$ cat src/rtl/dmem_pkg.sv
// Shared definitions for the data-memory access unit: request size
// encodings, FSM state encoding, byte-enable base patterns and the
// alignment check used at request acceptance.
package dmem_pkg;

  localparam int unsigned XLEN = 32;
  localparam int unsigned BE_W = XLEN / 8;

  // req_size encodings
  localparam logic [1:0] SIZE_BYTE = 2'b00;
  localparam logic [1:0] SIZE_HALF = 2'b01;
  localparam logic [1:0] SIZE_WORD = 2'b10;
  localparam logic [1:0] SIZE_ILL  = 2'b11;

  // Byte-enable base patterns, shifted left by the byte offset
  localparam logic [BE_W-1:0] BE_BYTE = 4'b0001;
  localparam logic [BE_W-1:0] BE_HALF = 4'b0011;
  localparam logic [BE_W-1:0] BE_WORD = 4'b1111;

  typedef enum logic [1:0] {
    ST_IDLE   = 2'd0,
    ST_ACCESS = 2'd1,
    ST_RESP   = 2'd2
  } state_e;

  // True when the access cannot be served as a single aligned word access
  function automatic logic is_misaligned(input logic [1:0] size,
                                         input logic [1:0] off);
    logic bad;
    case (size)
      SIZE_BYTE: bad = 1'b0;
      SIZE_HALF: bad = off[0];
      SIZE_WORD: bad = (off != 2'b00);
      default:   bad = 1'b1;
    endcase
    return bad;
  endfunction

endpackage

$ cat src/rtl/dmem_access_unit_if.sv
// Bus interfaces of the data-memory access unit.
//   dmem_core_if : core-side request/response (master = core, slave = unit)
//   dmem_mem_if  : memory-side access port (master = unit, slave = memory)
interface dmem_core_if;
  logic        req_valid;
  logic        req_ready;
  logic        req_we;
  logic [1:0]  req_size;
  logic [31:0] req_addr;
  logic [31:0] req_wdata;
  logic        resp_valid;
  logic [31:0] resp_rdata;
  logic        resp_err;

  modport master (
    output req_valid, req_we, req_size, req_addr, req_wdata,
    input  req_ready, resp_valid, resp_rdata, resp_err
  );

  modport slave (
    input  req_valid, req_we, req_size, req_addr, req_wdata,
    output req_ready, resp_valid, resp_rdata, resp_err
  );
endinterface

interface dmem_mem_if;
  logic        mem_req;
  logic        mem_we;
  logic [31:0] mem_addr;
  logic [3:0]  mem_be;
  logic [31:0] mem_wdata;
  logic        mem_ack;
  logic [31:0] mem_rdata;

  modport master (
    output mem_req, mem_we, mem_addr, mem_be, mem_wdata,
    input  mem_ack, mem_rdata
  );

  modport slave (
    input  mem_req, mem_we, mem_addr, mem_be, mem_wdata,
    output mem_ack, mem_rdata
  );
endinterface

$ cat src/rtl/dmem_lane_align.sv
// Combinational byte-lane steering.
//   Write path: wr_size/wr_off/wr_we/wr_data -> be_c (byte enables),
//               wdata_rep_c (store data replicated across lanes).
//   Read path:  rd_size/rd_off/rd_data -> rdata_c (selected lanes shifted
//               to bit 0, bits above the access size zeroed).
module dmem_lane_align
  import dmem_pkg::*;
(
  input  logic [1:0]      wr_size,
  input  logic [1:0]      wr_off,
  input  logic            wr_we,
  input  logic [XLEN-1:0] wr_data,
  output logic [BE_W-1:0] be_c,
  output logic [XLEN-1:0] wdata_rep_c,
  input  logic [1:0]      rd_size,
  input  logic [1:0]      rd_off,
  input  logic [XLEN-1:0] rd_data,
  output logic [XLEN-1:0] rdata_c
);

  logic [XLEN-1:0] rd_shift;

  // Loads always fetch the full word; stores enable only their lanes
  always_comb begin
    be_c        = BE_WORD;
    wdata_rep_c = wr_data;
    if (wr_we) begin
      case (wr_size)
        SIZE_BYTE: begin
          be_c        = BE_BYTE << wr_off;
          wdata_rep_c = {4{wr_data[7:0]}};
        end
        SIZE_HALF: begin
          be_c        = BE_HALF << wr_off;
          wdata_rep_c = {2{wr_data[15:0]}};
        end
        default: ;
      endcase
    end
  end

  // Right-justify the addressed lanes, then mask to the access size
  always_comb begin
    rd_shift = rd_data >> {rd_off, 3'b000};
    case (rd_size)
      SIZE_BYTE: rdata_c = {24'h0, rd_shift[7:0]};
      SIZE_HALF: rdata_c = {16'h0, rd_shift[15:0]};
      default:   rdata_c = rd_shift;
    endcase
  end

endmodule

$ cat src/rtl/dmem_access_unit.sv
// Data-memory access unit: accepts one core load/store at a time, rejects
// misaligned or illegal-size requests with an error response, otherwise
// issues a single word access to memory and returns a one-cycle response.
// Ports: clk, rst (synchronous, active-high); core (dmem_core_if.slave:
// req_*/resp_*); mem (dmem_mem_if.master: mem_*).
// Optional feature: define DMEM_TIMEOUT_EN to abort an access after
// TIMEOUT_CYCLES cycles without mem_ack (error response).
module dmem_access_unit
  import dmem_pkg::*;
#(
  parameter int unsigned TIMEOUT_CYCLES = 255
) (
  input logic        clk,
  input logic        rst,
  dmem_core_if.slave core,
  dmem_mem_if.master mem
);

  state_e state_q, state_nxt;

  logic            ready_q,      ready_nxt;
  logic            resp_valid_q, resp_valid_nxt;
  logic            resp_err_q,   resp_err_nxt;
  logic [XLEN-1:0] resp_rdata_q, resp_rdata_nxt;
  logic            mem_req_q,    mem_req_nxt;
  logic            mem_we_q,     mem_we_nxt;
  logic [XLEN-1:0] mem_addr_q,   mem_addr_nxt;
  logic [BE_W-1:0] mem_be_q,     mem_be_nxt;
  logic [XLEN-1:0] mem_wdata_q,  mem_wdata_nxt;
  logic [1:0]      size_q,       size_nxt;
  logic [1:0]      off_q,        off_nxt;

  logic [BE_W-1:0] be_c;
  logic [XLEN-1:0] wdata_rep_c;
  logic [XLEN-1:0] rdata_c;

`ifdef DMEM_TIMEOUT_EN
  localparam int unsigned CNT_W = $clog2(TIMEOUT_CYCLES + 1);
  logic [CNT_W-1:0] cnt_q, cnt_nxt;
`endif

  // Write lanes come from the live request; read lanes from the latched one
  dmem_lane_align u_align (
    .wr_size     (core.req_size),
    .wr_off      (core.req_addr[1:0]),
    .wr_we       (core.req_we),
    .wr_data     (core.req_wdata),
    .be_c        (be_c),
    .wdata_rep_c (wdata_rep_c),
    .rd_size     (size_q),
    .rd_off      (off_q),
    .rd_data     (mem.mem_rdata),
    .rdata_c     (rdata_c)
  );

  // Next-state and registered-output values
  always_comb begin
    state_nxt      = state_q;
    resp_valid_nxt = 1'b0;
    resp_err_nxt   = 1'b0;
    resp_rdata_nxt = resp_rdata_q;
    mem_req_nxt    = mem_req_q;
    mem_we_nxt     = mem_we_q;
    mem_addr_nxt   = mem_addr_q;
    mem_be_nxt     = mem_be_q;
    mem_wdata_nxt  = mem_wdata_q;
    size_nxt       = size_q;
    off_nxt        = off_q;
`ifdef DMEM_TIMEOUT_EN
    cnt_nxt        = '0;
`endif

    case (state_q)
      ST_IDLE: begin
        if (core.req_valid && ready_q) begin
          if (is_misaligned(core.req_size, core.req_addr[1:0])) begin
            state_nxt      = ST_RESP;
            resp_valid_nxt = 1'b1;
            resp_err_nxt   = 1'b1;
            resp_rdata_nxt = '0;
          end else begin
            state_nxt     = ST_ACCESS;
            mem_req_nxt   = 1'b1;
            mem_we_nxt    = core.req_we;
            mem_addr_nxt  = {core.req_addr[31:2], 2'b00};
            mem_be_nxt    = be_c;
            mem_wdata_nxt = wdata_rep_c;
            size_nxt      = core.req_size;
            off_nxt       = core.req_addr[1:0];
          end
        end
      end

      ST_ACCESS: begin
        // mem_ack takes priority over a timeout hitting in the same cycle
        if (mem.mem_ack) begin
          state_nxt      = ST_RESP;
          mem_req_nxt    = 1'b0;
          mem_we_nxt     = 1'b0;
          resp_valid_nxt = 1'b1;
          resp_rdata_nxt = mem_we_q ? '0 : rdata_c;
        end
`ifdef DMEM_TIMEOUT_EN
        else if (cnt_q == CNT_W'(TIMEOUT_CYCLES - 1)) begin
          state_nxt      = ST_RESP;
          mem_req_nxt    = 1'b0;
          mem_we_nxt     = 1'b0;
          resp_valid_nxt = 1'b1;
          resp_err_nxt   = 1'b1;
          resp_rdata_nxt = '0;
        end else begin
          cnt_nxt = cnt_q + CNT_W'(1);
        end
`endif
      end

      ST_RESP: state_nxt = ST_IDLE;

      default: state_nxt = ST_IDLE;
    endcase

    ready_nxt = (state_nxt == ST_IDLE);
  end

  // State and output registers
  always_ff @(posedge clk) begin
    if (rst) begin
      state_q      <= ST_IDLE;
      ready_q      <= 1'b1;
      resp_valid_q <= 1'b0;
      resp_err_q   <= 1'b0;
      resp_rdata_q <= '0;
      mem_req_q    <= 1'b0;
      mem_we_q     <= 1'b0;
      mem_addr_q   <= '0;
      mem_be_q     <= '0;
      mem_wdata_q  <= '0;
      size_q       <= SIZE_BYTE;
      off_q        <= 2'b00;
`ifdef DMEM_TIMEOUT_EN
      cnt_q        <= '0;
`endif
    end else begin
      state_q      <= state_nxt;
      ready_q      <= ready_nxt;
      resp_valid_q <= resp_valid_nxt;
      resp_err_q   <= resp_err_nxt;
      resp_rdata_q <= resp_rdata_nxt;
      mem_req_q    <= mem_req_nxt;
      mem_we_q     <= mem_we_nxt;
      mem_addr_q   <= mem_addr_nxt;
      mem_be_q     <= mem_be_nxt;
      mem_wdata_q  <= mem_wdata_nxt;
      size_q       <= size_nxt;
      off_q        <= off_nxt;
`ifdef DMEM_TIMEOUT_EN
      cnt_q        <= cnt_nxt;
`endif
    end
  end

  assign core.req_ready  = ready_q;
  assign core.resp_valid = resp_valid_q;
  assign core.resp_err   = resp_err_q;
  assign core.resp_rdata = resp_rdata_q;
  assign mem.mem_req     = mem_req_q;
  assign mem.mem_we      = mem_we_q;
  assign mem.mem_addr    = mem_addr_q;
  assign mem.mem_be      = mem_be_q;
  assign mem.mem_wdata   = mem_wdata_q;

endmodule
$ cat src/flat_wrapper.sv
// flat-port wrapper written by rule: the top's interface ports become plain ports
module dmem_access_unit_flat import dmem_pkg::*;
#(
  parameter int unsigned TIMEOUT_CYCLES = 255
)
  (clk, rst, core_req_valid, core_req_we, core_req_size, core_req_addr, core_req_wdata, core_req_ready, core_resp_valid, core_resp_rdata, core_resp_err, mem_mem_req, mem_mem_we, mem_mem_addr, mem_mem_be, mem_mem_wdata, mem_mem_ack, mem_mem_rdata);
  dmem_core_if core_i ();
  dmem_mem_if mem_i ();
  input logic clk;
  input logic rst;
  input wire logic [$bits(core_i.req_valid)-1:0] core_req_valid;
  input wire logic [$bits(core_i.req_we)-1:0] core_req_we;
  input wire logic [$bits(core_i.req_size)-1:0] core_req_size;
  input wire logic [$bits(core_i.req_addr)-1:0] core_req_addr;
  input wire logic [$bits(core_i.req_wdata)-1:0] core_req_wdata;
  output wire logic [$bits(core_i.req_ready)-1:0] core_req_ready;
  output wire logic [$bits(core_i.resp_valid)-1:0] core_resp_valid;
  output wire logic [$bits(core_i.resp_rdata)-1:0] core_resp_rdata;
  output wire logic [$bits(core_i.resp_err)-1:0] core_resp_err;
  output wire logic [$bits(mem_i.mem_req)-1:0] mem_mem_req;
  output wire logic [$bits(mem_i.mem_we)-1:0] mem_mem_we;
  output wire logic [$bits(mem_i.mem_addr)-1:0] mem_mem_addr;
  output wire logic [$bits(mem_i.mem_be)-1:0] mem_mem_be;
  output wire logic [$bits(mem_i.mem_wdata)-1:0] mem_mem_wdata;
  input wire logic [$bits(mem_i.mem_ack)-1:0] mem_mem_ack;
  input wire logic [$bits(mem_i.mem_rdata)-1:0] mem_mem_rdata;
  assign core_i.req_valid = core_req_valid;
  assign core_i.req_we = core_req_we;
  assign core_i.req_size = core_req_size;
  assign core_i.req_addr = core_req_addr;
  assign core_i.req_wdata = core_req_wdata;
  assign core_req_ready = core_i.req_ready;
  assign core_resp_valid = core_i.resp_valid;
  assign core_resp_rdata = core_i.resp_rdata;
  assign core_resp_err = core_i.resp_err;
  assign mem_mem_req = mem_i.mem_req;
  assign mem_mem_we = mem_i.mem_we;
  assign mem_mem_addr = mem_i.mem_addr;
  assign mem_mem_be = mem_i.mem_be;
  assign mem_mem_wdata = mem_i.mem_wdata;
  assign mem_i.mem_ack = mem_mem_ack;
  assign mem_i.mem_rdata = mem_mem_rdata;
  dmem_access_unit #(.TIMEOUT_CYCLES(TIMEOUT_CYCLES)) u_core (.clk(clk), .rst(rst), .core(core_i), .mem(mem_i));
endmodule
$ cat config.mk
export PLATFORM = sky130hd
export DESIGN_NAME = dmem_access_unit_flat
export DESIGN_NICKNAME = d
export VERILOG_FILES = /design/src/rtl/dmem_pkg.sv /design/src/rtl/dmem_access_unit_if.sv /design/src/rtl/dmem_lane_align.sv /design/src/rtl/dmem_access_unit.sv /design/src/flat_wrapper.sv
export SDC_FILE = /design/constraint.sdc
export NUM_CORES = 1
export LEC_CHECK = 0
export BUFFER_PORTS_ARGS = -buffer_cell sky130_fd_sc_hd__buf_4
export CAP_MARGIN = 20
export CORE_UTILIZATION = 35
export DETAILED_ROUTE_END_ITERATION = 10
export PLACE_DENSITY = 0.65
export RECOVER_POWER = 100
export SLEW_MARGIN = 20
export SYNTH_ARGS = -nofsm -noshare
export SYNTH_HDL_FRONTEND = slang
export SYNTH_HIERARCHICAL = 1
export SYNTH_SLANG_ARGS = --single-unit
$ cat constraint.sdc
create_clock -name clk -period 1.4 [get_ports clk]
set_input_delay 0.07 -clock clk [delete_from_list [all_inputs] [get_ports clk]]
set_output_delay 0.07 -clock clk [all_outputs]
set_load 0.05 [all_outputs]
### Word-level counts from Yosys, hierarchy flattened

Cells that the tools add are included.

| operators by class | value |
|---|---|
| bitwise logic cells | 2 |
| reductions and logical operators | 11 |
| shift operators | 3 |
| equal/unequal tests | 8 |
| mux-type cells | 28 |

Operators by type and width:

| operator | number |
|---|---|
| 32-bit one-hot mux with 2 select lines | 3 |
| 32-bit two-way mux | 5 |
| 32-bit by 5-bit right shift with 32-bit output | 1 |
| 1-bit two-way mux | 10 |
| 2-bit zero test | 4 |
| 4-bit one-hot mux with 2 select lines | 1 |
| 4-bit AND reduction | 2 |
| 2-bit by 1-bit == test with 1-bit output, second input constant | 3 |
| 2-bit two-way mux | 3 |
| 1-bit one-hot mux with 2 select lines | 3 |
| 4-bit two-way mux | 1 |
| 2-bit by 1-bit inequality test with 1-bit output, second input constant | 2 |
| 2-bit inequality test, second input constant | 2 |
| 2-bit one-hot mux with 2 select lines | 1 |
| 2-bit nonzero test | 2 |
| 1-bit by 2-bit << shifter with 4-bit output, first input constant | 1 |
| 2-bit by 2-bit << shifter with 4-bit output, first input constant | 1 |
| 1-bit one-hot mux with 3 select lines | 1 |
| 3-bit AND reduction | 1 |
| 2-bit == test, second input constant | 1 |
| 1-bit inverter | 2 |
| 2-bit OR reduction | 1 |
| 1-bit logical AND | 1 |

| word-level totals | value |
|---|---|
| output and inout port bits | 105 |
| bits in registers | 109 |

### Longest topological paths before layout

| depth | value |
|---|---|
| depth in word-level cells | 8 |
| depth in mapped cells | 7 |

### Cells and area by module

Netlist, hierarchy kept.

Modules (own cells, without submodules):

| module | area an instance (µm²) | instances | cells each | seq. area each (µm²) |
|---|---|---|---|---|
| dmem_access_unit | 4488.1 | 1 | 412 | 2182.1 |
| dmem_lane_align | 1143.6 | 1 | 156 | 0.0 |

### Worst setup path after synthesis

OpenSTA, ideal clock, no wires.

| path | value |
|---|---|
| path type | register to register |
| start | register u_core.ready_q (netlist: u_core/core.req_ready) |
| end | register u_core.mem_addr_q[10] (netlist: u_core/mem.mem_addr[10]) |
| clock period less this slack | 1.745 ns |
| required time | 1.328 ns |
| arrival | 1.673 ns |
| cell stages (with the launch flop) | 6 |
| path slack | -0.345 ns |
| path through | dfxtp_1 > and4bb_4 > a21boi_1 > buf_4 > buf_6 > mux2i_1 |

| on the way | value |
|---|---|
| longest elaborated chain between the ends | 2 |

Ends and longest elaborated chain:

| what | RTL line | RTL |
|---|---|---|
| start: declaration | dmem_access_unit.sv:21 | `logic ready_q, ready_nxt;` |
| start signal: assignment | dmem_access_unit.sv:145 | `ready_q <= ready_nxt;` |
| 1-bit logical AND | dmem_access_unit.sv:75 | `if (core.req_valid && ready_q) begin` |
| 3-bit AND reduction (no source line) | n/a |  |
| end signal: assignment | dmem_access_unit.sv:151 | `mem_addr_q <= mem_addr_nxt;` |
| end: declaration | dmem_access_unit.sv:27 | `logic [XLEN-1:0] mem_addr_q, mem_addr_nxt;` |

No other way between the ends.
A chain may end at the register's enable or synchronous reset.

### Final worst setup path

| path | value |
|---|---|
| start | register u_core.state_q[1] |
| end | register u_core.mem_wdata_q[22] (netlist: u_core/mem.mem_wdata[22]) |

| on the way | value |
|---|---|
| longest elaborated chain between the ends | 2 |

Ends and longest elaborated chain:

| what | RTL line | RTL |
|---|---|---|
| start: declaration | dmem_access_unit.sv:19 | `state_e state_q, state_nxt;` |
| start signal: assignment | dmem_access_unit.sv:144 | `state_q <= state_nxt;` |
| 2-bit zero test | dmem_access_unit.sv:73 | `case (state_q)` |
| 3-bit AND reduction (no source line) | n/a |  |
| end signal: assignment | dmem_access_unit.sv:153 | `mem_wdata_q <= mem_wdata_nxt;` |
| end: declaration | dmem_access_unit.sv:29 | `logic [XLEN-1:0] mem_wdata_q, mem_wdata_nxt;` |

No other way between the ends.

==> reports/qor.yml <==
outcome: "complete, but fails checks"
violations: "setup timing"
slew_headroom: 0.593
hold_viol: 0
hold_ws_ns: 0.0177
dieHeight_um: 129
track_usage: 0.205
async_flop_share: 0
wire_per_inst_um: 16.7
reg2reg_slack_ns: -0.13
antenna_found_initial: 0
nets: 917
cts.clk_slew.worst_paths_ns: 0.08
numCtsBuffers: 9
power.total_mw: 7.85
place_area_um2: 7410
endpoint: "u_core/mem.mem_wdata[22]"
synth-seq-cells: 109
synthCells: 568
clock-sinks: 109
fmax_mhz: 652
synth_top_cell_by_area: "dfxtp_1"
final-seq-area_um2: 2190
synthToLayoutAreaGrowth_pct: 47.0
hpwl_mm: 11.7
grt_overflow: 0
worstSetupStartpointType: "register"
initial_core_util: 0.357
drt-total-wl_mm: 17.3
final_util: 0.525
cap_violations: 0
grt_use_met1: 0.232
ys.warnings.count: 6
drc: 0
required_ns: 1.68
io_pins: 208
port_buffers: 205
cts_tree: "done"
synth-edff-count: 0
num_vias: 4986
synth_top_area_frac: 0.387
grt_util_met2: 0.355
met3_usage: 0.0624
multi_input_area_um2: 3290
htreeDepth: 3
post-route-period-util: 1.10
r2r_cells: 6
dieArea_um2: 16600
yosys-top-cells-area: "dfxtp_1 (39%), nand2b_1 (16%), mux2i_1 (15%), a22o_2 (4.6%), mux4_2 (3.2%)"
fin_ws_ns: -0.134
fp-row-count: 46
cp-startpoint: "u_core/state_q[1]"
place_congestion: 0.826
die_w_um: 129
finalMaxSlewViolations: 0
postRouteAntennaNets: 0
timing.rr.start: "u_core/state_q[1]"
finalCriticalPeriod_ns: 1.53
critPathArrivalTime_ns: 1.81
static-leakage-power_nw: 3.61
power_density_nw_per_um2: 948
synth-seq-area-share: 0.387
fin_skew_ns: 0.00875
cts_buffer_depth: 2
avgSynthCellArea_um2: 9.91
drtIter0Drc: 197
rsz0062_at_grt: "yes"
setup_violations: 103
grt_pass1_wl_mm: 26.2
busiest_layer: "met2"
fillers: 1510
antenna_cells: 0
synth.distinct_cells: 37
dr.pass1.iters: 4
worst_pin_slew_ns: 0.613
grt_pass1_vias: 5129
clk_latency_ns: 0.36
reg2reg_to: "u_core/mem.mem_wdata[22]"
ir_worst_vdd_uv: 635
final_layout_size_suffix_gt1_frac: 0.383
cts-root-buf: "clkbuf_16"
crit_type: "register to register"
grt_max_degree: 61
yosys_most_used_dff: "dfxtp_1"
dp.cells: 968
finalInstanceArea_um2: 8280
drt-vias-per-instance: 4.82
final_cells: 1035
netlist_area_um2: 5630
critPathMaxFanout: 6
cp-end-kind: "register"
hold_path.class: "primary input to register"
coreArea_um2: 15800
cells by family after synthesis:
family | after synthesis | synth area share
and+or+nand+nor | 229 | 0.240
buffers and inverters | 54 | 0.0667
muxes | 100 | 0.197
other | 1 | 0.000666
AOI/OAI and AO/OA | 75 | 0.108
DFF | 109 | 0.387
cell usage in the layout, fill, tap and decap left out, types with 2 or more instances in the layout:
master	Yosys	layout
buf_6	14	3
a21oi_1	4	4
mux2_2	8	8
clkbuf_1	19	5
nand4b_1	3	3
mux4_2	8	8
nor2_1	11	11
clkbuf_2	0	97
dlygate4sd3_1	0	35
nor2b_1	9	9
a22o_1	6	6
a22o_2	26	2
clkbuf_16	0	11
nand2_1	37	37
nand3b_1	2	2
buf_16	0	5
buf_1	0	3
clkinv_4	0	2
clkbuf_8	0	2
a211oi_1	19	18
dfxtp_2	0	3
buf_12	0	8
buf_4	13	126
nand2b_1	148	148
buf_8	1	3
a22o_4	0	24
mux2i_1	84	84
conb_1	1	2
dfxtp_1	109	106
and2_1	8	8
o21ai_0	16	16
worst min path at each step:
stage                           start                      end  slack (ns)  depth (start not counted)
finish              core_req_wdata[2]  u_core/mem.mem_wdata[2]        0.02                          3
global route        core_req_wdata[7]  u_core/mem.mem_wdata[7]        0.01                          3
CTS                 core_req_wdata[3]  u_core/mem.mem_wdata[3]       0.004                          3
detailed placement  core_req_addr[16]  u_core/mem.mem_addr[16]        0.35                          3
global placement    core_req_addr[16]  u_core/mem.mem_addr[16]        0.34                          3
floorplan                 core_req_we        u_core/mem.mem_we        0.22                          2
state kept, by name, summed over array words and instances (netlist names):
| register | cells |
|---|---|
| u_core/core.req_ready | 1 |
| u_core/core.resp_err | 1 |
| u_core/core.resp_rdata | 32 |
| u_core/core.resp_valid | 1 |
| u_core/mem.mem_addr | 30 |
| u_core/mem.mem_be | 4 |
| u_core/mem.mem_req | 1 |
| u_core/mem.mem_wdata | 32 |
| u_core/mem.mem_we | 1 |
| u_core/off_q | 2 |
| u_core/size_q | 2 |
| u_core/state_q | 2 |
repair_timing:
| item | 4_1_cts | 5_1_grt |
|---|---|---|
| setup endpoints to repair | 102 | 103 |
| gates cloned | 5 | 3 |
| hold buffers | 35 | 0 |
| pin swaps | 0 | 4 |
| resized for setup | 15 | 30 |
| buffers inserted | 7 | 2 |
| endpoints found under the hold margin | 37 | 0 |
synth_stat cells (all sizes together) (2+ instances only):
cell	n
dfxtp	109
nand4b	3
a22o	32
mux2i	84
nand2	37
buf	34
nor3	2
a21oi	4
mux2	8
nor2	13
mux4	8
and2	8
nand2b	148
clkbuf	19
nor2b	9
a211oi	19
or3	2
nand3b	2
o21ai	16
through the flow:
step / setup slack (ns) / setup TNS (ns)
final: -0.134 / -9.04
after global placement: -0.0504 / -1.70
after CTS: -0.0916 / -5.25
after global routing: -0.174 / -13.95
after floorplan: -0.0539 / -3.58
after detailed placement: -0.118 / -4.23
report_power, final:
part           total (mW)  switching, mW  internal [mW]  leakage, nW
sequential           3.31         0.0777           3.23        0.886
clock                2.56           1.24           1.33        0.144
combinational        1.97           1.11          0.856         2.58
total                7.85           2.43           5.42         3.61
per-layer routing:
| layer | share of wire | vias up |
|---|---|---|
| met5 | 0 | - |
| met4 | 0.020 | 0 |
| met3 | 0.076 | 25 |
| met2 | 0.50 | 164 |
| met1 | 0.40 | 2356 |
| li1 | - | 2441 |
final cells by class:
class	count	area share
clock buffers	11	0.0305
clock inverters	5	0.00514
inverters	1	0.000453
multi-input cells	406	0.397
flip-flops and latches	109	0.264
well taps	216	0.0326
repair buffers	287	0.270
critical path, stage by stage (launching register included):
cell,delay (ns)
dfxtp_2,0.33
and4bb_4,0.33
a21boi_4,0.19
buf_4,0.15
buf_8,0.13
buf_12,0.13
mux2i_1,0.20
Note: power is estimated with default switching activity, not from simulation.
